===== src/rtl/uart_rx_deserializer.sv =====
// uart_rx_deserializer
//   UART receive front end. RX_IN is synchronised, a falling edge in IDLE
//   starts a frame, each bit is majority-voted from three mid-bit samples,
//   data is assembled LSB first, optional parity and the stop bit are checked,
//   and the result is reported with one-cycle pulses.
//
// Ports
//   CLK        system / oversampling clock
//   RST        asynchronous active-low reset
//   RX_IN      serial line, idle high, asynchronous to CLK
//   PAR_EN     1 = frame carries a parity bit (latched at start detect)
//   PAR_TYP    0 = even, 1 = odd parity (latched at start detect)
//   PRESCALE   CLK cycles per bit, 8/16/32 (latched at start detect)
//   P_DATA     last correctly received byte
//   DATA_VALID one-cycle pulse, P_DATA updated in the same cycle
//   PAR_ERR    one-cycle pulse, parity mismatch on the frame just ended
//   STP_ERR    one-cycle pulse, stop bit sampled low
module uart_rx_deserializer #(
  parameter int DATA_WIDTH     = 8,
  parameter int PRESCALE_WIDTH = 6
) (
  input  logic                      CLK,
  input  logic                      RST,
  input  logic                      RX_IN,
  input  logic                      PAR_EN,
  input  logic                      PAR_TYP,
  input  logic [PRESCALE_WIDTH-1:0] PRESCALE,
  output logic [DATA_WIDTH-1:0]     P_DATA,
  output logic                      DATA_VALID,
  output logic                      PAR_ERR,
  output logic                      STP_ERR
);

  localparam int PW = PRESCALE_WIDTH;
  localparam int BW = (DATA_WIDTH > 1) ? $clog2(DATA_WIDTH) : 1;

  typedef enum logic [2:0] {IDLE, START, DATA, PARITY, STOP} state_t;

  state_t                state, next_state;
  logic                  rx_sync_p0, rx_s, rx_s_prev;
  logic [PW-1:0]         edge_cnt;
  logic [BW-1:0]         bit_cnt;
  logic [PW-1:0]         p_lat;
  logic                  par_en_lat, par_typ_lat;
  logic                  par_fail;
  logic [2:0]            smp;
  logic [DATA_WIDTH-1:0] shift_reg;
  logic [PW-1:0]         half_p;
  logic                  at_smp, at_dec, last_edge, bit_val;
  logic                  start_det, frame_done;
  logic                  dv_nxt, pe_nxt, se_nxt;

  function automatic logic maj3(input logic [2:0] s);
    return (s[0] & s[1]) | (s[0] & s[2]) | (s[1] & s[2]);
  endfunction

  // Stage p0/p1: two-flop synchroniser, plus the previous value for edge detect
  always_ff @(posedge CLK or negedge RST) begin
    if (!RST) begin
      rx_sync_p0 <= 1'b1;
      rx_s       <= 1'b1;
      rx_s_prev  <= 1'b1;
    end else begin
      rx_sync_p0 <= RX_IN;
      rx_s       <= rx_sync_p0;
      rx_s_prev  <= rx_s;
    end
  end

  // Bit timing. The arithmetic wraps in PW bits, so an illegal PRESCALE can
  // garble a frame but edge_cnt always reaches p_lat-1 and the FSM moves on.
  assign half_p    = p_lat >> 1;
  assign at_smp    = (edge_cnt == half_p - PW'(2)) || (edge_cnt == half_p - PW'(1)) ||
                     (edge_cnt == half_p);
  assign at_dec    = (edge_cnt == half_p + PW'(1));
  assign last_edge = (edge_cnt == p_lat - PW'(1));
  assign bit_val   = maj3(smp);
  assign start_det = (state == IDLE) && rx_s_prev && !rx_s;

  always_ff @(posedge CLK or negedge RST) begin
    if (!RST) state <= IDLE;
    else      state <= next_state;
  end

  always_comb begin
    next_state = state;
    frame_done = 1'b0;
    dv_nxt     = 1'b0;
    pe_nxt     = 1'b0;
    se_nxt     = 1'b0;
    unique case (state)
      IDLE:   if (start_det) next_state = START;
      START: begin
        if (at_dec && bit_val)  next_state = IDLE;   // glitch, not a start bit
        else if (last_edge)     next_state = DATA;
      end
      DATA:   if (last_edge && (bit_cnt == BW'(DATA_WIDTH - 1)))
                next_state = par_en_lat ? PARITY : STOP;
      PARITY: if (last_edge) next_state = STOP;
      STOP: begin
        // Leave at mid stop bit so a back-to-back start edge is not missed.
        if (at_dec) begin
          frame_done = 1'b1;
          dv_nxt     = !par_fail && bit_val;
          pe_nxt     = par_fail;
          se_nxt     = !bit_val;
          next_state = IDLE;
        end else if (last_edge) begin
          next_state = IDLE;
        end
      end
      default: next_state = IDLE;
    endcase
  end

  // Stage p2: frame control, counters, error flags and registered outputs
  always_ff @(posedge CLK or negedge RST) begin
    if (!RST) begin
      edge_cnt    <= '0;
      bit_cnt     <= '0;
      p_lat       <= '0;
      par_en_lat  <= 1'b0;
      par_typ_lat <= 1'b0;
      par_fail    <= 1'b0;
      P_DATA      <= '0;
      DATA_VALID  <= 1'b0;
      PAR_ERR     <= 1'b0;
      STP_ERR     <= 1'b0;
    end else begin
      if (state == IDLE || next_state == IDLE || last_edge) edge_cnt <= '0;
      else                                                  edge_cnt <= edge_cnt + PW'(1);

      if (state != DATA)  bit_cnt <= '0;
      else if (last_edge) bit_cnt <= bit_cnt + BW'(1);

      if (start_det) begin
        p_lat       <= PRESCALE;
        par_en_lat  <= PAR_EN;
        par_typ_lat <= PAR_TYP;
      end

      if (state != IDLE && next_state == IDLE)
        par_fail <= 1'b0;
      else if (state == PARITY && at_dec)
        par_fail <= bit_val != ((^shift_reg) ^ par_typ_lat);

      DATA_VALID <= dv_nxt;
      PAR_ERR    <= pe_nxt;
      STP_ERR    <= se_nxt;
      if (frame_done && dv_nxt) P_DATA <= shift_reg;
    end
  end

  // Sample and data registers carry no reset; they are always rewritten
  // before being used by a frame.
  always_ff @(posedge CLK) begin
    if (at_smp) smp <= {smp[1:0], rx_s};
    if (state == DATA && at_dec) shift_reg <= {bit_val, shift_reg[DATA_WIDTH-1:1]};
  end

endmodule


===== config.mk =====
export PLATFORM = sky130hd
export DESIGN_NAME = uart_rx_deserializer
export DESIGN_NICKNAME = d
export VERILOG_FILES = /design/src/rtl/uart_rx_deserializer.sv
export SDC_FILE = /design/constraint.sdc
export NUM_CORES = 1
export LEC_CHECK = 0
export BUFFER_PORTS_ARGS = -buffer_cell sky130_fd_sc_hd__clkbuf_2
export CAP_MARGIN = 25
export CORE_MARGIN = 2
export CORE_UTILIZATION = 59
export CTS_CLUSTER_SIZE = 40
export DETAILED_ROUTE_END_ITERATION = 16
export PLACE_DENSITY = 0.82
export SYNTH_ARGS = -nofsm -noshare
export SYNTH_HDL_FRONTEND = slang
export SYNTH_SLANG_ARGS = --single-unit

===== constraint.sdc =====
create_clock -name CLK -period 3 [get_ports CLK]
set_input_delay 0.15 -clock CLK [delete_from_list [all_inputs] [get_ports CLK]]
set_output_delay 0.15 -clock CLK [all_outputs]
set_load 0.02 [all_outputs]

==> results.yml <==
layout:
  final_area_um2: 2788
  n_antenna_cell: 0
  final_common_cell: "dfrtp_1"
  seq_area_um2: 1210
  nets: 275
  final.fill_count: 313
  multiInputGateArea_um2: 1190
  synthToLayoutAreaGrowth_pct: 11.01
  layout_common_cells: "dfrtp_1 (32), xnor2_1 (25), clkbuf_2 (21), nand2_1 (19)"
  post_route_cells_drive_above_1_share_pct: 21.57
route:
  detail_route.vias_per_cell: 5.633
  drtPass1Iterations: 4
  antenna_left: 0
  vias: 1718
  drt-total-wl_um: 4754
  wl_per_cell_um: 15.59
  drt_iter0_drc: 98
  drt_drc_violations_left: 0
clock_network:
  htreeDepth: 2
  post_cts_buffers: 0
  hold_buffers: 2
  clockBufferDepth: 2
  clock_latency_ns: 0.30
  cts_resized: 0
  root_buffer: "clkbuf_8"
  cts_tree: "yes"
  cts_sinks: 46
  clk_pin_slew_ns: 0.09
  cts-buffers-inserted: 5
timing:
  relSlewSlack_pct: 41.88
  hold_viol: 0
  fin_crit_sh_pct: 92.56
  tns_ns: 0
  fin_ws_ns: 0.2231
  fin_crit_ns: 2.777
  clock.fmax_mhz: 360.1
  finClkSkew_ns: 0.005804
  setup_viol: 0
  rsz0062_at_grt: "no"
  final-max-slew-violation-count: 0
  worst_pin_slew_ns: 0.8719
critical_path:
  rrSetupSlack_ns: 0.22
  crit_chain: "inv_1 > ha_1 > xnor2_1 > o21ai_0 > nor2_1 > nand3_4 > or4_4 > mux2_4"
  timing_worst_setup_path_type: "flip-flop to flip-flop"
  ff2ff_path_depth: 8
  critPathTopFamily: "simple AND/OR/NAND/NOR gates"
  startpoint_type: "flip-flop"
  cp_max_fo: 8
  crit_path_max_incr_delay_ns: 0.61
  cp.depth: 8
  critPathBufInv: 1
  end_kind: "flip-flop"
  cp_slowest_cell: "or4_4"
  cp.arrival_ns: 2.97
  cp.required_ns: 3.19
yosys:
  syn_area_per_cell_um2: 11.01
  synth-seq-area-share_pct: 48.18
  yosysWarnings: 0
  synth_cell_types: 47
  yosys.area.top_type_share_pct: 31.89
  yosys.area.top_type: "dfrtp_1"
  async_flop_share_pct: 76.09
  synthFlopType: "dfrtp_1"
  synth_area_um2: 2511
  synth_fp_nets: 249
  ys_top_cells_by_area: "dfrtp_1 (32%), edfxtp_1 (13%), xnor2_1 (8.7%), ha_1 (5.0%), mux2_4 (4.8%)"
  synth-seq-cells: 46
  synth_cells: 228
  synth_edf_count: 11
power_and_ir_drop:
  ir_drop_v: 0.0006214
  leakage_uw: 0.001218
  powerDensity_nw_per_um2: 927.5
floorplanning:
  start_util_pct: 61.89
  die_x_um: 69.24
  die_h_um: 69.24
  fp-row-count: 23
  io_pins: 22
  core_um2: 4058
  die_area_um2: 4794
min_path:
  min_path_type: "primary input to flip-flop"
  hold-path-cell-count: 3
placement:
  dpl_cell_area_um2: 2650
  hpwl_um: 3432
  gp_congestion: 0.9068
  pre_cts_ws_ns: 0.2427
  port-buffer-count: 21
run_status:
  run_status: "completed"
flow_run:
  cap_violations: 0
global_routing:
  grt_usage_pct: 21.60
  gr-total-overflow: 0
  grt_start_max_net_pins: 36
  grt_pass1_wl_um: 8273
  grt_pass1_vias: 1714
  antenna_found_initial: 0
## synthesized netlist by cell type (3+ instances only)
master and instances:
dfrtp_1 32, a31oi_1 3, a211o_1 3, and2_1 3, inv_1 14, nor2_1 17
nand3_1 4, dfstp_2 3, edfxtp_1 11, nand2_1 19, mux2_4 8, xnor2_1 25
buf_6 4, nor3_1 7, nor2b_1 4, ha_1 10, xor2_1 7, o21ai_0 17
## where the power goes
group | switching (µW) | internal [µW]
combinational | 617 | 514
clock | 223 | 254
sequential | 191 | 787
total | 1030 | 1550
## final cells by class
type / instances / share of cell area [%]
Multi-Input combinational cell: 160 / 42.68
Timing Repair Buffer: 27 / 5.566
Clock buffer: 5 / 2.469
Inverter: 14 / 1.885
Clock inverter: 3 / 1.750
Tap cell: 50 / 2.244
Sequential cell: 46 / 43.40
## metal layers
metal | GRT usage [%] | share of wire (%) | up-vias
li1 | - | - | 835
met1 | 31.56 | 49 | 844
met2 | 32.26 | 46 | 35
met3 | 5.378 | 4.1 | 4
met4 | 5.882 | 0.95 | 0
met5 | 0 | 0 | -
## worst paths after layout
| kind | start | to |
|---|---|---|
| min in group asynchronous | RST | p_lat[4] |
| min | PRESCALE[4] | p_lat[4] |
| max | p_lat[2] | P_DATA[4] |
| max in group asynchronous | RST | edge_cnt[3] |
| max reg2reg | p_lat[2] | P_DATA[4] |
| min reg2reg | rx_sync_p0 | rx_s |
## stage by stage
step                      power (µW)  util [%]  hold slack, ns  std cells
after detailed placement        2109     65.31          0.2393        295
after global routing            2789     68.70         0.04977        305
after CTS                       2599     68.70         0.03664        305
after floorplan                 1874         -         -0.1456        228
after global placement          2082     65.31          0.2374        295
final                           2586     68.70         0.03869        305
## worst register-to-register path: stages, from the launching register on
cell	delay, ns
dfrtp_1	0.48
inv_1	0.15
ha_1	0.31
xnor2_1	0.22
o21ai_0	0.16
nor2_1	0.27
nand3_4	0.14
or4_4	0.61
mux2_4	0.34
## cells by family (layout without fill, tap and decap cells)
| group | count (synthesis) | after routing | share of synthesized area, % |
|---|---|---|---|
| simple gates | 67 | 67 | 13.85 |
| fa+ha+maj | 12 | 12 | 5.780 |
| buf+inv | 22 | 49 | 4.683 |
| compound gates | 37 | 37 | 9.866 |
| flops | 46 | 46 | 48.18 |
| mux | 12 | 12 | 6.477 |
| xor+xnor | 32 | 32 | 11.16 |
No activity file was read; power rests on OpenSTA's default activity.
